**src/rtl/seq_muldiv_if.sv**
```systemverilog
// Start/busy/done handshake bundle for the iterative multiplier/divider.
interface seq_muldiv_if #(
  parameter int N = 4
);
  logic           start;
  logic           op;
  logic [N-1:0]   A;
  logic [N-1:0]   B;
  logic           busy;
  logic           done;
  logic [2*N-1:0] Y;
  logic           dbz;

  modport master (
    output start, op, A, B,
    input  busy, done, Y, dbz
  );

  modport slave (
    input  start, op, A, B,
    output busy, done, Y, dbz
  );
endinterface

```
**src/rtl/seq_muldiv.sv**
```systemverilog
// Iterative N-bit unsigned multiplier (shift-add) / restoring divider.
// One step per clock; N steps per operation; result is 2N bits wide.
// Both operations share one {hi, lo} shift register: for multiply hi
// accumulates the partial product while lo shifts out the multiplier;
// for divide hi is the (N+1)-bit partial remainder and lo shifts the
// dividend out while quotient bits shift in.
module seq_muldiv #(
  parameter  int N  = 4,
  localparam int CW = $clog2(N+1)
) (
  input  logic        clk,
  input  logic        rst_n,
  seq_muldiv_if.slave bus
);

  typedef enum logic [1:0] {IDLE, RUN, DONE} state_t;

  state_t         state_reg, state_next;
  logic [CW-1:0]  count_reg;
  logic           op_reg;
  logic [N-1:0]   opnd_reg;   // multiplicand (op=0) or divisor (op=1)
  logic [N:0]     hi_reg;
  logic [N-1:0]   lo_reg;
  logic [2*N-1:0] y_reg;
  logic           dbz_reg;

  logic           accept;
  logic           last;
  logic           busy;
  logic           done;
  logic [N:0]     sum;
  logic [2*N:0]   prod_shift;
  logic [N:0]     shifted;
  logic           ge;
  logic [N:0]     hi_step;
  logic [N-1:0]   lo_step;

  // Start is only honoured when not iterating; DONE accepts like IDLE.
  assign accept = ((state_reg == IDLE) || (state_reg == DONE)) && bus.start;
  assign last   = (state_reg == RUN) && (count_reg == CW'(N - 1));

  // State register.
  always_ff @(posedge clk) begin
    if (!rst_n) state_reg <= IDLE;
    else        state_reg <= state_next;
  end

  // Next-state logic.
  always_comb begin
    state_next = state_reg;
    case (state_reg)
      IDLE:    if (accept) state_next = RUN;
      RUN:     if (last)   state_next = DONE;
      DONE:    state_next = accept ? RUN : IDLE;
      default: state_next = IDLE;
    endcase
  end

  // Handshake outputs decoded from the state.
  always_comb begin
    busy = (state_reg == RUN);
    done = (state_reg == DONE);
  end

  assign bus.busy = busy;
  assign bus.done = done;
  assign bus.Y    = y_reg;
  assign bus.dbz  = dbz_reg;

  // One multiply or divide step computed from the current registers.
  always_comb begin
    sum        = lo_reg[0] ? (hi_reg + {1'b0, opnd_reg}) : hi_reg;
    prod_shift = {sum, lo_reg} >> 1;
    shifted    = {hi_reg[N-1:0], lo_reg[N-1]};
    ge         = (shifted >= {1'b0, opnd_reg});
    if (op_reg) begin
      // A zero divisor always "fits", giving all-ones quotient and rem = A.
      hi_step = ge ? (shifted - {1'b0, opnd_reg}) : shifted;
      lo_step = {lo_reg[N-2:0], ge};
    end else begin
      hi_step = prod_shift[2*N:N];
      lo_step = prod_shift[N-1:0];
    end
  end

  // Operand latch, iteration datapath, saturating counter and result hold.
  always_ff @(posedge clk) begin
    if (!rst_n) begin
      count_reg <= '0;
      op_reg    <= 1'b0;
      opnd_reg  <= '0;
      hi_reg    <= '0;
      lo_reg    <= '0;
      y_reg     <= '0;
      dbz_reg   <= 1'b0;
    end else if (accept) begin
      op_reg    <= bus.op;
      opnd_reg  <= bus.op ? bus.B : bus.A;
      lo_reg    <= bus.op ? bus.A : bus.B;
      hi_reg    <= '0;
      count_reg <= '0;
    end else if (state_reg == RUN) begin
      hi_reg <= hi_step;
      lo_reg <= lo_step;
      if (count_reg != CW'(N)) count_reg <= count_reg + CW'(1);
      if (last) begin
        y_reg   <= {hi_step[N-1:0], lo_step};
        dbz_reg <= op_reg && (opnd_reg == '0);
      end
    end
  end

endmodule

```
**src/flat_wrapper.sv**
```systemverilog
// flat-port wrapper written by rule: the top's interface ports become plain ports
module seq_muldiv_flat 
#(
  parameter  int N  = 4,
  localparam int CW = $clog2(N+1)
)
  (clk, rst_n, bus_start, bus_op, bus_A, bus_B, bus_busy, bus_done, bus_Y, bus_dbz);
  seq_muldiv_if #(.N(N)) bus_i ();
  input  logic clk;
  input  logic rst_n;
  input wire logic [$bits(bus_i.start)-1:0] bus_start;
  input wire logic [$bits(bus_i.op)-1:0] bus_op;
  input wire logic [$bits(bus_i.A)-1:0] bus_A;
  input wire logic [$bits(bus_i.B)-1:0] bus_B;
  output wire logic [$bits(bus_i.busy)-1:0] bus_busy;
  output wire logic [$bits(bus_i.done)-1:0] bus_done;
  output wire logic [$bits(bus_i.Y)-1:0] bus_Y;
  output wire logic [$bits(bus_i.dbz)-1:0] bus_dbz;
  assign bus_i.start = bus_start;
  assign bus_i.op = bus_op;
  assign bus_i.A = bus_A;
  assign bus_i.B = bus_B;
  assign bus_busy = bus_i.busy;
  assign bus_done = bus_i.done;
  assign bus_Y = bus_i.Y;
  assign bus_dbz = bus_i.dbz;
  seq_muldiv #(.N(N)) u_core (.clk(clk), .rst_n(rst_n), .bus(bus_i));
endmodule
```
**config.mk**
```make
export PLATFORM = sky130hd
export DESIGN_NAME = seq_muldiv_flat
export DESIGN_NICKNAME = d
export VERILOG_FILES = /design/src/rtl/seq_muldiv_if.sv /design/src/rtl/seq_muldiv.sv /design/src/flat_wrapper.sv
export SDC_FILE = /design/constraint.sdc
export NUM_CORES = 1
export LEC_CHECK = 0
export ABC_AREA = 1
export BUFFER_PORTS_ARGS = -buffer_cell sky130_fd_sc_hd__clkbuf_2
export CAP_MARGIN = 20
export CORE_MARGIN = 2
export CORE_UTILIZATION = 40
export CTS_CLUSTER_SIZE = 30
export DETAILED_ROUTE_END_ITERATION = 10
export PLACE_DENSITY = 0.68
export SETUP_SLACK_MARGIN = 0.15
export SYNTH_ARGS = -nofsm -noshare
export SYNTH_HDL_FRONTEND = slang
export SYNTH_SLANG_ARGS = --single-unit
```
**constraint.sdc**
```tcl
create_clock -name clk -period 3.71 [get_ports clk]
set_clock_uncertainty 0.1 [all_clocks]
set_input_delay 0.742 -clock clk [delete_from_list [all_inputs] [get_ports clk]]
set_output_delay 0.742 -clock clk [all_outputs]
set_load 0.05 [all_outputs]
```
==> results.yml, run 1 <==
status:
  status: "complete, no violations"
global_route:
  grt_max_degree: 17
  grt_pass1_vias: 1486
  grt_pass1_wl_mm: 6.93
  grt_overflow: 0
  antenna_found_initial: 0
  grt_usage: 0.178
logic_synthesis:
  syn-num-nets: 266
  synthArstFlopShare: 0
  syn_inst: 241
  synth_warnings: 0
  synth_xor_xnor_area_share: 0.0102
  synthSimpleGateAreaFrac: 0.257
  synth_cell_types: 34
  synth_adder_area_share: 0.104
  synth_seq_cells: 28
  synth_edf_count: 0
  synthMuxAreaShare: 0.0117
  syn_area_um2: 1710
  ys.flop_type: "dfxtp_1"
  synth_compound_area_frac: 0.184
  ys_seq_area_frac: 0.328
  synth_top_family_by_area: "simple AND/OR/NAND/NOR gates"
  postSynthAreaPerCell_um2: 7.10
sta:
  slew_viol_final: 0
  max_freq_mhz: 421
  fin_crit_sh: 0.641
  setup_violations: 0
  relSlewSlack: 0.685
  whs_ns: 0.385
  worst_pin_slew_ns: 0.472
  post-route-worst-setup-slack_ns: 1.33
  rsz0062_at_grt: "false"
  hold_viol_final: 0
  min_period_ns: 2.38
  fin_setup_tns_ns: 0
route:
  vias: 1631
  routed_wl_mm: 4.12
  drtIter0Drc: 127
  drc: 0
  vias_per_cell: 5.23
  first_pass_iters: 4
  wl_per_cell_um: 13.2
  ant_nets: 0
worst_setup_path:
  cp_max_fo: 11
  r2r_slack_ns: 1.73
  required_ns: 2.87
  start_kind: "register"
  critPathCaptureType: "output pin"
  crit_type: "register to output pin"
  slowest_stage: "dfxtp_1"
  crit_arrival_ns: 1.54
  crit_chain: "nand2_1, inv_2, clkbuf_2"
  cp_slowest_stage_delay_ns: 0.36
power:
  vdd_drop_max_mv: 0.297
  p_leak_uw: 0.000952
  power.density_nw_per_um2: 417
cts:
  cts_sinks: 28
  post-cts-setup-buffer-count: 0
  cts_resized: 0
  root_buffer: "clkbuf_8"
  cts_max_level: 1
  cts_buffers: 3
  cts_hold_buf: 0
  clock_path_buffers: 2
  clkSlewWorstSetupHoldPaths_ns: 0.10
  cts_tree: "done"
  clock_latency_ns: 0.28
place:
  portBuffers: 22
  dp.cells: 308
  pre_cts_ws_ns: 1.67
  hpwl_mm: 3.26
  place_congestion: 0.896
floorplanning:
  fp.dieW_um: 69.4
  ios: 23
  core_area_um2: 4060
  die_area_um2: 4810
  die_h_um: 69.4
  start_util: 0.422
  rows: 23
cells_and_area:
  insertedDiodeCount: 0
  largest_register_ff_count: 8
  layout.nets: 288
  final_cells: 312
  drive_gt1_frac: 0.160
  post-route-util: 0.475
  synthToLayoutAreaGrowth_pct: 12.7
min_path:
  min_path_type: "register to register"
job:
  cap_violations: 0
per-layer routing:
metal,vias to the layer above,part of all wire,track usage
met5,-,0,0
met4,0,0.013,0.0501
met3,7,0.040,0.0305
met2,51,0.49,0.299
met1,739,0.46,0.236
li1,834,-,-
synthesized netlist by cell type (2+ instances only):
library cell  count  area share
nand4_1           3       0.011
nand2_1          44       0.097
nor2_2            2      0.0073
nand2_4           2       0.013
inv_2             4      0.0088
buf_2             3      0.0088
nand2_2           2      0.0073
ha_1             11       0.080
nand3_1          21       0.061
dfxtp_1          28        0.33
o21ai_0          22       0.064
nor2_1           15       0.033
o22ai_1           4       0.015
nand3_2           2       0.012
inv_1            36       0.079
fa_1              2       0.023
mux2i_1           2       0.012
a21oi_1          22       0.064
worst max-delay path, delay by kind of cell, from the launching register on:
family	cells	cell delay, ns
flops	1	0.36
simple gates	1	0.30
buf+inv	2	0.59
metrics by stage:
| step | area [um^2] | total power, uW |
|---|---|---|
| 3_3_place_gp | 1860 | 563 |
| 6_report | 1930 | 805 |
| 4_1_cts | 1930 | 806 |
| 2_1_floorplan | 1710 | 512 |
| 3_5_place_dp | 1860 | 562 |
| 5_1_grt | 1930 | 855 |
final timing paths:
path / start / to / depth (start not counted)
max reg2reg: u_core.opnd_reg[0]$_SDFFE_PN0P_ / u_core.hi_reg[3]$_SDFFE_PP0P_ / 9
min reg2reg: u_core.bus.Y[7]$_SDFFE_PN0P_ / u_core.bus.Y[7]$_SDFFE_PN0P_ / 2
min: u_core.bus.Y[7]$_SDFFE_PN0P_ / u_core.bus.Y[7]$_SDFFE_PN0P_ / 2
max: u_core.state_reg[0]$_SDFFE_PN0P_ / bus_busy / 3
power by group:
part           internal [uW]  total [uW]  switching [uW]
clock                    145         245             100
combinational           74.3         219             145
sequential               319         340            21.4
total                    538         805             267
cell families (layout without fill, tap and decap cells):
group,after synthesis,in the layout
and+or+nand+nor,94,94
AOI/OAI and AO/OA,56,56
buffers and inverters,46,67
DFF,28,28
adders and majority gates,13,13
xor gates and xnor gates,2,2
muxes,2,2
final cells by class:
type                            instances  area [um^2]
Clock buffer                            3         41.3
Clock inverter                          1         30.0
Fill cell                             419         2130
Inverter                               41          154
Multi-Input combinational cell        167          970
Sequential cell                        28          561
Tap cell                               50         62.6
Timing Repair Buffer                   22          110
placed cells by master (no fill, tap or decap), types with 2 or more instances in the layout:
master / count
a21oi_1: 22
clkbuf_2: 22
clkbuf_8: 3
dfxtp_1: 28
fa_1: 2
ha_1: 11
inv_1: 36
inv_2: 4
mux2i_1: 2
nand2_1: 44
nand2_2: 2
nand2_4: 2
nand3_1: 21
nand3_2: 2
nand4_1: 3
nor2_1: 15
nor2_2: 2
o21ai_0: 22
o22ai_1: 4
Power figures use the tool's default switching activity.
==> run 2: changes to the inputs <==
clock period = 2.5 ns   (was 3.71 ns; I/O delays follow)
==> run 2 against run 1 <==
Compared with the run above:
- hold slack worse by 0.0073 ns
- first-iteration DRC count grew 8.7%
- clock-buffer cell count unchanged
- utilization is 0.55 points lower
- power is 35% higher
- sequential power rose by 49%
- largest power group unchanged
- highest routed layer unchanged
==> results.yml, run 2 (synthesis results as in run 1) <==
global_route:
  antenna_found_initial: 0
  grt_pass1_wl_mm: 7.24
  grt_usage: 0.185
  grt_max_degree: 15
  grt_pass1_vias: 1545
  grt_overflow: 0
route:
  vias_per_cell: 5.24
  vias: 1636
  ant_nets: 0
  routed_wl_mm: 4.27
  drtIter0Drc: 138
  first_pass_iters: 4
  wl_per_cell_um: 13.7
  drc: 0
min_path:
  holdPathStages: 2
  min_path_type: "register to register"
  min_to: "u_core.count_reg[1]$_SDFFE_PP0P_"
  hp-start: "u_core.count_reg[1]$_SDFFE_PP0P_"
floorplanning:
  die_area_um2: 4810
  core_area_um2: 4060
  die_h_um: 69.4
  ios: 23
  start_util: 0.422
  rows: 23
  fp.dieW_um: 69.4
worst_setup_path:
  slowest_stage: "dfxtp_1"
  startpoint: "u_core.opnd_reg[0]$_SDFFE_PN0P_"
  required_ns: 2.58
  r2r_slack_ns: 0.54
  cp_max_fo: 4
  crit_chain: "ha_1, inv_1, fa_1, o21ai_0, nand3_1, nand3_1, nand2_1, nand2_1, nand2_1"
  crit_arrival_ns: 2.04
  start_kind: "register"
  reg2reg_depth: 9
  cp_slowest_stage_delay_ns: 0.43
  crit_type: "register to register"
  crit_top_cell: "nand2_1"
  r2r_start: "u_core.opnd_reg[0]$_SDFFE_PN0P_"
  r2r_end: "u_core.bus.Y[7]$_SDFFE_PN0P_"
  critPathCaptureType: "register"
cells_and_area:
  drive_gt1_frac: 0.160
  synthToLayoutAreaGrowth_pct: 11.4
  layout_common_cells: "nand2_1 (44), inv_1 (36), dfxtp_1 (28)"
  largest_register_ff_count: 8
  post-route-util: 0.470
  layout.nets: 289
  layout_commonest_cell: "nand2_1"
  insertedDiodeCount: 0
power:
  p_leak_uw: 0.000943
  power.density_nw_per_um2: 571
  vdd_drop_max_mv: 0.302
sta:
  worst_pin_slew_ns: 0.477
  whs_ns: 0.378
  max_freq_mhz: 510
  fin_crit_sh: 0.784
  post-route-worst-setup-slack_ns: 0.540
  hold_viol_final: 0
  min_period_ns: 1.96
  slew_viol_final: 0
  fin_setup_tns_ns: 0
  setup_violations: 0
  rsz0062_at_grt: "false"
  relSlewSlack: 0.682
cts:
  post-cts-setup-buffer-count: 0
  cts_resized: 0
  cts_hold_buf: 0
  cts_sinks: 28
  clock_latency_ns: 0.28
  clkSlewWorstSetupHoldPaths_ns: 0.10
  root_buffer: "clkbuf_8"
  clock_path_buffers: 2
  cts_buffers: 3
  cts_max_level: 1
  cts_tree: "done"
place:
  portBuffers: 22
  hpwl_mm: 3.33
  pre_cts_ws_ns: 0.583
  place_congestion: 0.955
status:
  status: "complete, no violations"
job:
  cap_violations: 0
## run 2: worst max-delay path by stage
stage                     cells past startpoint  slack, ns                            end
final                                         9       0.54   u_core.bus.Y[7]$_SDFFE_PN0P_
after floorplan                               9       0.79  u_core.hi_reg[3]$_SDFFE_PP0P_
after global routing                          9       0.41   u_core.bus.Y[7]$_SDFFE_PN0P_
after CTS                                     9       0.55   u_core.bus.Y[7]$_SDFFE_PN0P_
after detailed placement                      9       0.58   u_core.bus.Y[7]$_SDFFE_PN0P_
after global placement                        9       0.59   u_core.bus.Y[7]$_SDFFE_PN0P_
## run 2: final cells by class
type                       instances  area, um^2
fill                             425        2150
clock buffer                       3        41.3
sequential                        28         561
timing repair buffer              23         118
inverter                          41         154
tap                               50        62.6
multi-input combinational        167         970
## run 2: worst max-delay path, delay by kind of cell (launching register included)
kind / cells / cell delay [ns]
AOI/OAI and AO/OA: 1 / 0.26
DFF: 1 / 0.43
and+or+nand+nor: 5 / 0.40
adders and majority gates: 2 / 0.62
buffers and inverters: 1 / 0.06
## run 2: metrics by stage
stage / cells / power [uW] / cell area (um^2)
4_1_cts: 312 / 1090 / 1910
2_1_floorplan: 241 / 760 / 1710
3_3_place_gp: 309 / 839 / 1860
5_1_grt: 312 / 1150 / 1910
3_5_place_dp: 309 / 839 / 1860
6_report: 312 / 1090 / 1910
## run 2: per-layer routing
metal  part of all wire  GRT usage  up-vias  wire length, um
met3              0.057     0.0305        6              242
met1               0.47      0.256      736             1990
met2               0.46      0.297       58             1970
li1                   -          -      836                -
met5                  0          0        -                0
met4              0.014     0.0523        0               61
## run 2: power breakdown
part	internal, uW	switching, uW	total, uW
Combinational	114	217	331
Clock	108	143	251
Sequential	473	31.8	505
==> run 3: changes to the inputs <==
ABC_AREA = 0   (was 1)
clock period = 2 ns   (was 2.5 ns; I/O delays follow)
==> run 3 against run 2 <==
Compared with the run above:
- synthesized area shrank 0.44%
- final area grew 17%
- utilization grew 7.8 points
- largest power group unchanged
==> results.yml, run 3 <==
status:
  status: "complete, no violations"
floorplanning:
  die_h_um: 69.2
  fp.dieW_um: 69.2
  rows: 23
  ios: 23
  start_util: 0.420
  core_area_um2: 4060
  die_area_um2: 4790
sta:
  fin_crit_sh: 0.953
  setup_violations: 0
  max_freq_mhz: 525
  relSlewSlack: 0.632
  hold_viol_final: 0
  rsz0062_at_grt: "true"
  slew_viol_final: 0
  worst_pin_slew_ns: 0.551
  min_period_ns: 1.91
global_route:
  grt_pass1_wl_mm: 7.60
  grt_overflow: 0
  grt_pass1_vias: 1644
  grt_max_degree: 18
  grt_usage: 0.194
  antenna_found_initial: 0
worst_setup_path:
  required_ns: 2.09
  start_kind: "register"
  slowest_stage: "dfxtp_4"
  crit_chain: "buf_6, ha_4, nand3_2, a211o_1, and3_4, a311o_1, o22ai_2"
  critPathCaptureType: "register"
  cp_max_fo: 3
  crit_family: "compound AO/OA/AOI/OAI gates"
  path_buf_inv: 1
  crit_arrival_ns: 2.00
  cp_slowest_stage_delay_ns: 0.37
  crit_type: "register to register"
logic_synthesis:
  synth_adder_area_share: 0.104
  synthMuxAreaShare: 0.0764
  ys_seq_area_frac: 0.329
  syn-num-nets: 228
  synthTopCellsByArea: "dfxtp_1 (33%), ha_1 (8.1%), mux2i_1 (7.6%), nand2_1 (6.0%), a21oi_1 (3.2%)"
  synth_top_family_by_area: "compound AO/OA/AOI/OAI gates"
  ys.flop_type: "dfxtp_1"
  synth_warnings: 0
  synth_edf_count: 0
  syn_inst: 203
  postSynthAreaPerCell_um2: 8.39
  synthSimpleGateAreaFrac: 0.204
  syn_area_um2: 1700
  synth_most_common_cell: "dfxtp_1"
  synth_xor_xnor_area_share: 0.0206
  synth_cell_types: 42
  yosysTopAreaCellShare: 0.329
  synth_compound_area_frac: 0.212
  synth_seq_cells: 28
  synth_top_area_cell: "dfxtp_1"
  ys_top_cells_by_count: "dfxtp_1 (28), nand2_1 (27), inv_1 (13), mux2i_1 (13)"
  synthArstFlopShare: 0
power:
  power.share.sequential: 0.450
  power.density_nw_per_um2: 619
  share_comb_of_total_power: 0.322
  p_leak_uw: 0.000944
  total_power_uw: 1380
  intPower_uw: 940
  p_switching_uw: 436
  p_sw_frac: 0.317
  pwr-share-clk: 0.229
  vdd_drop_max_mv: 0.295
cells_and_area:
  drive_gt1_frac: 0.343
  layout.nets: 265
  largest_register_ff_count: 8
  final_cells: 289
  layout_common_cells: "nand2_1 (27), clkbuf_2 (22), buf_4 (20), dfxtp_1 (20), mux2i_1 (13)"
  final_area_um2: 2220
  fillers: 373
  synthToLayoutAreaGrowth_pct: 30.5
  layout_commonest_cell: "nand2_1"
  insertedDiodeCount: 0
cts:
  clock_latency_ns: 0.28
  cts_tree: "done"
  cts_max_level: 1
  root_buffer: "clkbuf_8"
  cts_buffers: 3
  clock_path_buffers: 2
  cts_sinks: 28
  clkSlewWorstSetupHoldPaths_ns: 0.10
route:
  wl_per_cell_um: 15.6
  vias_per_cell: 5.49
  drc: 0
  first_pass_iters: 4
  routed_wl_mm: 4.51
  vias: 1586
  ant_nets: 0
  drtIter0Drc: 66
place:
  portBuffers: 22
  place_congestion: 0.950
  dp.cells: 279
  hpwl_mm: 3.22
  post_dp_cell_area_um2: 1970
job:
  cap_violations: 0
min_path:
  min_path_type: "register to register"
-- run 3: worst paths after layout --
kind | start | end | slack, ns | depth (start not counted)
setup / recovery | u_core.opnd_reg[1]$_SDFFE_PN0P_ | u_core.hi_reg[2]$_SDFFE_PP0P_ | 0.09 | 7
hold / removal | u_core.bus.Y[0]$_SDFFE_PN0P_ | u_core.bus.Y[0]$_SDFFE_PN0P_ | 0.36 | 2
setup reg to reg | u_core.opnd_reg[1]$_SDFFE_PN0P_ | u_core.hi_reg[2]$_SDFFE_PP0P_ | 0.09 | 7
hold reg to reg | u_core.bus.Y[0]$_SDFFE_PN0P_ | u_core.bus.Y[0]$_SDFFE_PN0P_ | 0.36 | 2
-- run 3: metrics by stage --
step	hold WS, ns	TNS (ns)	worst slack, ns	utilization
after floorplan	0.348	0	0.0505	-
after global placement	0.360	-0.0470	-0.0470	0.484
after detailed placement	0.367	-0.0274	-0.0274	0.484
after CTS	0.380	0	0.126	0.533
after global routing	0.408	0	0.0206	0.548
final	0.360	0	0.0940	0.548
-- run 3: cells by family after synthesis --
family,Yosys count
compound gates,51
simple gates,70
flops,28
mux,13
xor+xnor,4
fa+ha+maj,13
buf+inv,24
-- run 3: layer usage --
metal	part of all wire	global-route usage	vias up
met5	0	0	-
met4	0	0.0566	0
met3	0.030	0.0203	0
met2	0.50	0.334	25
met1	0.47	0.257	774
li1	-	-	787
-- run 3: final cells by class --
| cell class | instances | area, um^2 | area share |
|---|---|---|---|
| inverters | 13 | 51.3 | 0.0231 |
| repair buffers | 43 | 272 | 0.122 |
| clock buffers | 4 | 45.0 | 0.0203 |
| multi-input cells | 151 | 1210 | 0.545 |
| well taps | 50 | 62.6 | 0.0282 |
| flip-flops and latches | 28 | 581 | 0.261 |
-- run 3: what timing repair did --
item	CTS	global route
cloned	0	0
resized for setup	25	14
setup buffers	4	2
hold buffers	0	0
endpoints found under the setup margin	9	11
pin swaps	7	9
-- run 3: worst reg2reg max path: stages, from the launching register on --
cell     delay, ns
dfxtp_4       0.37
buf_6         0.13
ha_4          0.26
nand3_2       0.08
a211o_1       0.26
and3_4        0.15
a311o_1       0.34
o22ai_2       0.14
-- run 3: power groups by stage --
stage | sequential (uW) | combinational [uW] | clock (uW)
after floorplan | 610 | 255 | 0
after global routing | 622 | 481 | 346
after CTS | 617 | 413 | 322
after detailed placement | 625 | 359 | 0
final | 618 | 443 | 315
after global placement | 624 | 357 | 0
